$ cat config.mk
export PLATFORM = sky130hd
export DESIGN_NAME = cic_interp_sdm
export DESIGN_NICKNAME = d
export VERILOG_FILES = /design/src/rtl/cic_pkg.sv /design/src/rtl/sigma_delta_mod1.sv /design/src/rtl/cic_interp_sdm.sv
export SDC_FILE = /design/constraint.sdc
export NUM_CORES = 1
export LEC_CHECK = 0
export ABC_CLOCK_PERIOD_IN_PS = 8390
export CAP_MARGIN = 40
export CORE_MARGIN = 1.5
export CORE_UTILIZATION = 64
export CTS_CLUSTER_DIAMETER = 60
export DETAILED_ROUTE_END_ITERATION = 10
export GPL_TIMING_DRIVEN = 0
export PLACE_DENSITY = 0.81
export SLEW_MARGIN = 10
export SYNTH_ARGS = -nofsm -noshare
export SYNTH_HDL_FRONTEND = slang
export SYNTH_SLANG_ARGS = --single-unit
$ cat constraint.sdc
create_clock -name clk -period 8.39 [get_ports clk]
set_input_delay 2.517 -clock clk [delete_from_list [all_inputs] [get_ports clk]]
set_output_delay 2.517 -clock clk [all_outputs]
set_load 0.1 [all_outputs]
$ cat src/rtl/cic_pkg.sv
// cic_pkg
// Constants and helpers shared by the CIC interpolator / sigma-delta transmit
// path and the matching 1-bit decimator.
//   CIC_N        : number of comb / integrator stages
//   IN_W_DEF     : default PCM sample width
//   LOG2R_DEF    : default log2 of the rate-change ratio
//   acc_w()      : register width that keeps the CIC exact under modular wrap
//   sdm_offset() : offset that maps a signed sample onto offset binary
package cic_pkg;

  localparam int CIC_N     = 3;
  localparam int IN_W_DEF  = 16;
  localparam int LOG2R_DEF = 6;

  // The CIC DC gain is R^(N-1) = 2^(2*LOG2R) for N = 3, so this many bits
  // hold the full-scale steady state. Intermediate wrap cancels out.
  function automatic int acc_w(input int in_w, input int log2r);
    return in_w + 2 * log2r;
  endfunction

  function automatic int sdm_offset(input int in_w);
    return 1 << (in_w - 1);
  endfunction

  localparam int SDM_OFFSET_DEF = 1 << (IN_W_DEF - 1);

endpackage

$ cat src/rtl/sigma_delta_mod1.sv
// sigma_delta_mod1
// First-order sigma-delta modulator. The signed input is shifted to offset
// binary and added to an IN_W-bit accumulator each clock; the carry out of
// that addition is the output bit, so the density of ones is u / 2^IN_W.
//   clk    : bit clock
//   rst_n  : asynchronous active-low reset
//   y      : signed sample (IN_W bits), may change every clock
//   out    : registered modulated bit
module sigma_delta_mod1
  import cic_pkg::*;
#(
  parameter int IN_W = IN_W_DEF
) (
  input  logic                   clk,
  input  logic                   rst_n,
  input  logic signed [IN_W-1:0] y,
  output logic                   out
);

  localparam logic [IN_W-1:0] OFFSET = IN_W'(sdm_offset(IN_W));

  logic [IN_W-1:0] r_acc;
  logic            r_out;
  logic [IN_W-1:0] w_u;
  logic [IN_W:0]   w_sum;

  // -32768 maps to 0 and +32767 to 65535 for IN_W = 16.
  assign w_u   = $unsigned(y) + OFFSET;
  assign w_sum = {1'b0, r_acc} + {1'b0, w_u};

  always_ff @(posedge clk or negedge rst_n) begin
    if (!rst_n) begin
      r_acc <= '0;
      r_out <= 1'b0;
    end else begin
      r_acc <= w_sum[IN_W-1:0];
      r_out <= w_sum[IN_W];
    end
  end

  assign out = r_out;

endmodule

$ cat src/rtl/cic_interp_sdm.sv
// cic_interp_sdm
// Interpolate signed PCM by R = 2^LOG2R with a 3-stage CIC (combs at the low
// rate, zero-stuffing, integrators at the bit rate) and modulate the result
// to a 1-bit stream with a first-order sigma-delta.
//   clk       : bit clock, the only clock
//   rst_n     : asynchronous active-low reset
//   in_data   : signed sample, IN_W bits
//   in_valid  : in_data valid
//   in_ready  : slot cycle (ph == R-1); a transfer is in_valid && in_ready
//   out       : modulated bitstream, one bit per clk
//   underrun  : one-cycle pulse at ph == 0 after a slot with no valid data
module cic_interp_sdm
  import cic_pkg::*;
#(
  parameter int IN_W  = IN_W_DEF,
  parameter int LOG2R = LOG2R_DEF
) (
  input  logic                   clk,
  input  logic                   rst_n,
  input  logic signed [IN_W-1:0] in_data,
  input  logic                   in_valid,
  output logic                   in_ready,
  output logic                   out,
  output logic                   underrun
);

  localparam int              ACC_W   = acc_w(IN_W, LOG2R);
  localparam logic [LOG2R-1:0] PH_LAST = '1;

  logic [LOG2R-1:0]              r_ph;
  logic signed [IN_W-1:0]        r_hold;
  logic                          r_underrun;
  logic signed [ACC_W-1:0]       r_d [CIC_N];
  logic signed [ACC_W-1:0]       r_cout;
  logic signed [ACC_W-1:0]       r_i [CIC_N];

  logic                          w_slot;
  logic                          w_xfer;
  logic signed [IN_W-1:0]        w_x_in;
  logic signed [ACC_W-1:0]       w_c [CIC_N+1];
  logic signed [ACC_W-1:0]       w_v;
  logic signed [IN_W-1:0]        w_y;
  logic                          w_unused_lsbs;

  // Phase counter is a clock enable, not a divided clock.
  // NOTE: sequential state uses non-blocking assignments so every register
  // samples the pre-edge values of the others, independent of block order.
  always_ff @(posedge clk or negedge rst_n) begin
    if (!rst_n) r_ph <= '0;
    else        r_ph <= r_ph + LOG2R'(1);
  end

  assign w_slot   = (r_ph == PH_LAST);
  assign in_ready = w_slot;
  assign w_xfer   = w_slot && in_valid;

  // Zero-order hold: an empty slot replays the previous sample.
  assign w_x_in = w_xfer ? in_data : r_hold;

  // Comb chain on the slot sample, sign-extended to the accumulator width.
  // NOTE: every always_comb output gets a value before any condition or loop,
  // so no path can leave it unassigned and infer a latch.
  always_comb begin
    for (int k = 0; k <= CIC_N; k++) w_c[k] = '0;
    w_c[0] = {{(ACC_W-IN_W){w_x_in[IN_W-1]}}, w_x_in};
    for (int k = 0; k < CIC_N; k++) w_c[k+1] = w_c[k] - r_d[k];
  end

  // Zero-stuffing: the new comb output feeds the integrators for one cycle.
  assign w_v = (r_ph == '0) ? r_cout : '0;

  // NOTE: the delay and integrator arrays are a few flops, not RAM, and they
  // must start from zero for the step response to be right, so they are
  // cleared by reset like any other register.
  always_ff @(posedge clk or negedge rst_n) begin
    if (!rst_n) begin
      r_hold     <= '0;
      r_underrun <= 1'b0;
      r_cout     <= '0;
      for (int k = 0; k < CIC_N; k++) begin
        r_d[k] <= '0;
        r_i[k] <= '0;
      end
    end else begin
      r_underrun <= w_slot && !in_valid;
      if (w_xfer) r_hold <= in_data;
      if (w_slot) begin
        for (int k = 0; k < CIC_N; k++) r_d[k] <= w_c[k];
        r_cout <= w_c[CIC_N];
      end
      // Each integrator adds the previous stage's old value: one cycle of
      // latency per stage.
      r_i[0] <= r_i[0] + w_v;
      for (int k = 1; k < CIC_N; k++) r_i[k] <= r_i[k] + r_i[k-1];
    end
  end

  // Divide by the DC gain R^2; the top IN_W bits are exactly i3 >>> 2*LOG2R.
  assign w_y           = r_i[CIC_N-1][ACC_W-1 -: IN_W];
  assign w_unused_lsbs = ^r_i[CIC_N-1][2*LOG2R-1:0];

  sigma_delta_mod1 #(
    .IN_W (IN_W)
  ) u_sdm (
    .clk   (clk),
    .rst_n (rst_n),
    .y     (w_y),
    .out   (out)
  );

  assign underrun = r_underrun;

endmodule

After elaboration in Yosys (flattened, before gate mapping):

Cells that the tools add are included.

* $add $sub $neg: 9
* equal/unequal tests: 1
* reduce and logical (&&, ||, !) cells: 4
* muxes and demuxes: 2

Operators with widths (number)
* adder 28 bit: 3
* two-way mux 28 bit: 1
* subtractor 28 bit: 1
* subtractor 17 x 17 -> 18 bit: 1
* adder 16 x 16 -> 17 bit: 1
* subtractor 16 x 16 -> 17 bit: 1
* adder 16 bit, second input constant: 1
* two-way mux 16 bit: 1
* adder 6 x 1 -> 6 bit, second input constant: 1
* == test 6 bit, second input constant: 1
* zero test 6 bit: 1
* logical AND 1 bit: 2
* zero test 1 bit: 1

* word-level logic and storage cells: 28
* register bits: 213
* output and inout port bits: 3
* input port bits: 19

Depth between registers and ports, before layout:

* depth after elaboration: 6
* mapped depth: 30
* mapped depth without buffers: 29

Modules after synthesis:

A second synthesis with hierarchy kept.

* cells, all modules: 1538
* area, all modules: 14154.8 um2

By module, submodules not included
* cic_interp_sdm: cells an instance 1420, sequential area each 4654.5 um2, area an instance 12931.2 um2, instances 1
* sigma_delta_mod1: cells an instance 118, sequential area each 425.4 um2, area an instance 1223.7 um2, instances 1

Least setup slack after synthesis:

OpenSTA, ideal clock, no wires.

* path type: input -> register
* start point: input in_valid
* end point: register r_cout[27]
* setup slack: 0.854 ns
* library setup time: 0.119 ns
* required time: 8.271 ns
* path buffers: 1
* arrival: 7.417 ns
* stages: 24
* cells stage by stage: nand2_2 buf_2 mux2i_1 inv_1 ha_1 nor2b_1 o31ai_2 a21oi_1 o41ai_2 o21bai_1 xor2_1 ha_1 a21o_1 a21o_1 a221o_1 a21o_1 xor2_1 ha_1 and3_1 nand2_1 or2_2 o31a_1 a311o_1 o21a_1

RTL lines
* start: declaration: line cic_interp_sdm.sv:21 `input logic in_valid,`
* end signal: assignment: line cic_interp_sdm.sv:89 `r_cout <= w_c[CIC_N];`
* end: declaration: line cic_interp_sdm.sv:34 `logic signed [ACC_W-1:0] r_cout;`

==> results.md <==
- Critical-path maximum fanout: 10
- CTS max path bufs: 3
- Max Cap Viol: 0
- Post-Syn Instances: 1,516
- Crit path time final: 8.077 ns
- Count of final hold-check violations: 0
- PwrDens: 135.7 nW/µm²
- Seq pwr share: 46.2%
- Met3 wire len: 823 µm
- Gr ovfl total: 0
- Setup TNS: 0 ns
- Top Ports: 22
- Comb pwr share: 1.3%
- Area grow syn2layout: 11.23%
- Initial DRT Pass Iterations: 7
- Clk network pwr share: 52.4%
- # diodes: 0
- Run status: finished clean
- Syn nets: 1,692
- Clk_skew: 0.01011 ns
- Post-synth cell types: 80
- Sw frac: 20.68%
- HP Class: flop to flop
- Routed len/inst: 15.97 µm
- Sinks on Clock Net: 203
- Highest routed metal layer: met4
- Htree depth: 1
- Critical-path top delay cell: o41ai_4
- Slew HR: 51.69%
- Routed wl met2: 15.61 mm
- Clk Latency, worst-skew pair: 0.51 ns
- DRC: 0
- Fmax: 0.1238 GHz
- Critical Path RT: 8.79 ns
- Iter 0 DRT Violations: 520
- Die Area: 22,840 µm²
- CTS root buf: clkbuf_16
- Crit Path Class: input port to flop
- Worst path max stage delay: 0.48 ns
- GRT Total Usage: 27.33%
- Most used flip-flop cell after synthesis: dfrtp_1
- Part of the cycle the worst path needs: 96.27%
- Setup violations, final: 0
- HPWL Detailed: 22.55 mm
- Nets@finish: 1,749
- Num rows: 54
- Internal: 1.681 mW
- Final ANT Viol Nets: 0
- Vias in the first global route: 11,226
- Final RePlAce weighted congestion: 0.8974
- Die Wd: 151.1 µm
- EDFF count, synth: 0
- Startpoint types: input port
- CP Capture Type: flop
- Core area: 21,690 µm²
- Clk pin slew, worst setup/hold paths: 0.06 ns
- Mapped cell area: 14,040 µm²
- Final instance area: 15,620 µm²
- Slew Viols, Final: 0
- Dpl cell area: 14,690 µm²
- Vias per cell: 5.906
- CTS tree: yes
- Switch Pwr: 438.2 µW
- Syn avg cell area: 9.263 µm²
- Fillers: 1,581
- Register bit count reported by yosys: 203
- VDD IR-drop max: 0.1794 mV
- IO buf count: 21
- DIE HEIGHT: 151.1 µm
- Via count: 11,051
- WP data arrival: 8.48 ns
- Leak: 7.674 nW
- Met1 WL: 12.50 mm
- Share of async-settable or async-resettable flops after synthesis: 100.0%
- Global-route wire length before repair: 50.73 mm
- WHS: 0.4722 ns
- Seq/Total Area, Yosys: 36.18%
- Total CTS buffers: 25
- Initial core utilization: 64.75%
- Slew of the pin with the lowest slew margin: 0.7246 ns
- Largest net degree at the start of global routing: 106
- Proportion of layout cells with a drive suffix above 1: 6.662%
- Initial antenna violation count: 0
- Total wire length: 29.88 mm
- Yosys warns: 0
==> power groups by stage <==
stage | Sequential, mW | Combinational [mW] | Clock [mW]
6_report | 0.979 | 0.0286 | 1.11
5_1_grt | 0.979 | 0.0339 | 1.17
4_1_cts | 0.979 | 0.0299 | 1.13
3_5_place_dp | 0.997 | 0.0298 | 0
3_3_place_gp | 0.998 | 0.0276 | 0
2_1_floorplan | 0.997 | 0.000124 | 0
==> kinds of logic (layout without fill, tap and decap cells) <==
group                      count (synthesis)  count (layout)  synth area share, %
DFF                                      203             203                36.18
xor gates and xnor gates                 119             119                7.422
and+or+nand+nor                          382             382                13.16
muxes                                     31              31                2.459
adders and majority gates                157             157                14.36
buffers and inverters                    146             221                3.929
AOI/OAI and AO/OA                        478             478                22.49
==> layout make-up <==
class | count | area, µm² | share of cell area, %
Multi-Input combinational cell | 1167 | 8453 | 54.12
Buffer | 37 | 148.9 | 0.9533
Clock buffer | 35 | 683.2 | 4.374
Inverter | 109 | 409.1 | 2.620
Sequential cell | 203 | 5080 | 32.52
Tap cell | 280 | 350.3 | 2.243
Timing Repair Buffer | 30 | 327.8 | 2.099
Clock inverter | 10 | 166.4 | 1.065
==> per-layer routing <==
layer / track usage, % / vias up
met1: 31.88 / 5230
met2: 51.94 / 181
li1: - / 5574
met3: 2.801 / 66
met4: 9.126 / 0
met5: 0 / -
==> final timing paths <==
path,from,end,slack (ns),depth (start not counted)
max,in_valid,r_cout[25]$_DFFE_PN0N_,0.31,25
min,r_cout[6]$_DFFE_PN0N_,r_cout[6]$_DFFE_PN0N_,0.47,2
max reg2reg,r_ph[0]$_DFF_PN0_,r_cout[25]$_DFFE_PN0N_,1.72,27
min reg2reg,r_cout[6]$_DFFE_PN0N_,r_cout[6]$_DFFE_PN0N_,0.47,2
max in group asynchronous,rst_n,r_d[39]$_DFFE_PN0N_,5.41,2
min in group asynchronous,rst_n,r_i[3]$_DFF_PN0_,2.02,1
==> per-stage QoR <==
stage / util (%) / setup slack (ns) / power [mW] / cells
6_report: 72.01 / 0.3129 / 2.119 / 1871
5_1_grt: 72.01 / -0.03380 / 2.184 / 1871
4_1_cts: 71.70 / 0.08673 / 2.138 / 1867
3_5_place_dp: 67.73 / -0.4752 / 1.027 / 1822
3_3_place_gp: 67.33 / -3.571 / 1.025 / 1817
2_1_floorplan: - / 0.8541 / 0.9973 / 1516
==> layout by cell type, fill, tap and decap left out, types with 12 or more instances in the layout <==
master           netlist  layout
dfrtp_1              203     203
ha_1                 150     150
nand2_1              136     136
a21oi_1              113     111
inv_1                108     108
o21ai_0              106     105
xnor2_1               81      81
nor2_1                72      72
a21o_1                68      68
and3_1                40      40
clkbuf_1              30      38
xor2_1                38      38
o21a_1                33      33
nand3_1               26      26
clkbuf_16              0      25
mux2_2                24      24
nand2b_1              23      23
clkdlybuf4s50_1        0      20
o211ai_1              18      18
nor3_1                18      18
o31ai_1               15      15
a211oi_1              14      14
o21bai_1              14      14
and2_1                13      13
a31oi_1               14      13
nor2b_1               13      13
o21ai_1               11      12
nand4_1               12      12
==> cells in the mapped netlist (all sizes together), types with 4 or more instances <==
master | number | area share, %
buf | 6 | 0.18
a211oi | 14 | 0.75
a21boi | 7 | 0.37
xor2 | 38 | 2.4
mux2 | 25 | 2.0
o31ai | 16 | 0.89
a31oi | 16 | 0.80
nand2b | 23 | 1.0
o21ai | 119 | 4.3
o21a | 33 | 1.8
ha | 150 | 13
o211ai | 18 | 0.96
nand3 | 27 | 1.0
and3 | 40 | 1.8
inv | 109 | 2.9
or3 | 7 | 0.31
dfrtp | 203 | 36
nor2b | 14 | 0.68
xnor2 | 81 | 5.1
a2111oi | 6 | 0.51
fa | 7 | 1.0
or2 | 5 | 0.22
nand4 | 12 | 0.53
nor2 | 73 | 2.0
nor4 | 4 | 0.18
o311a | 4 | 0.29
o21bai | 14 | 0.75
and2 | 13 | 0.58
nor3 | 19 | 0.76
a211o | 6 | 0.37
clkbuf | 31 | 0.84
mux2i | 6 | 0.43
o31a | 5 | 0.31
nand2 | 137 | 3.7
a21oi | 114 | 4.1
a311oi | 6 | 0.37
a21o | 68 | 3.6
==> what timing repair did <==
item	4_1_cts	5_1_grt
pin swaps	0	5
setup endpoints to repair	3	7
setup buffers	0	4
hold buffers	0	0
gates resized for setup	1	10
==> sequential cells by signal (all words and copies together) (netlist names) <==
| signal | flops |
|---|---|
| u_sdm.out | 1 |
| r_i | 84 |
| r_cout | 28 |
| r_ph | 6 |
| r_d | 51 |
| underrun | 1 |
| r_hold | 16 |
| u_sdm.r_acc | 16 |
==> worst max-delay path, delay by kind of cell <==
kind	cells	cell delay [ns]
AOI/OAI and AO/OA	11	2.67
adders and majority gates	3	0.93
and+or+nand+nor	5	0.93
buffers and inverters	3	0.74
xor gates and xnor gates	2	0.40
muxes	1	0.28
Power figures use the tool's default switching activity.
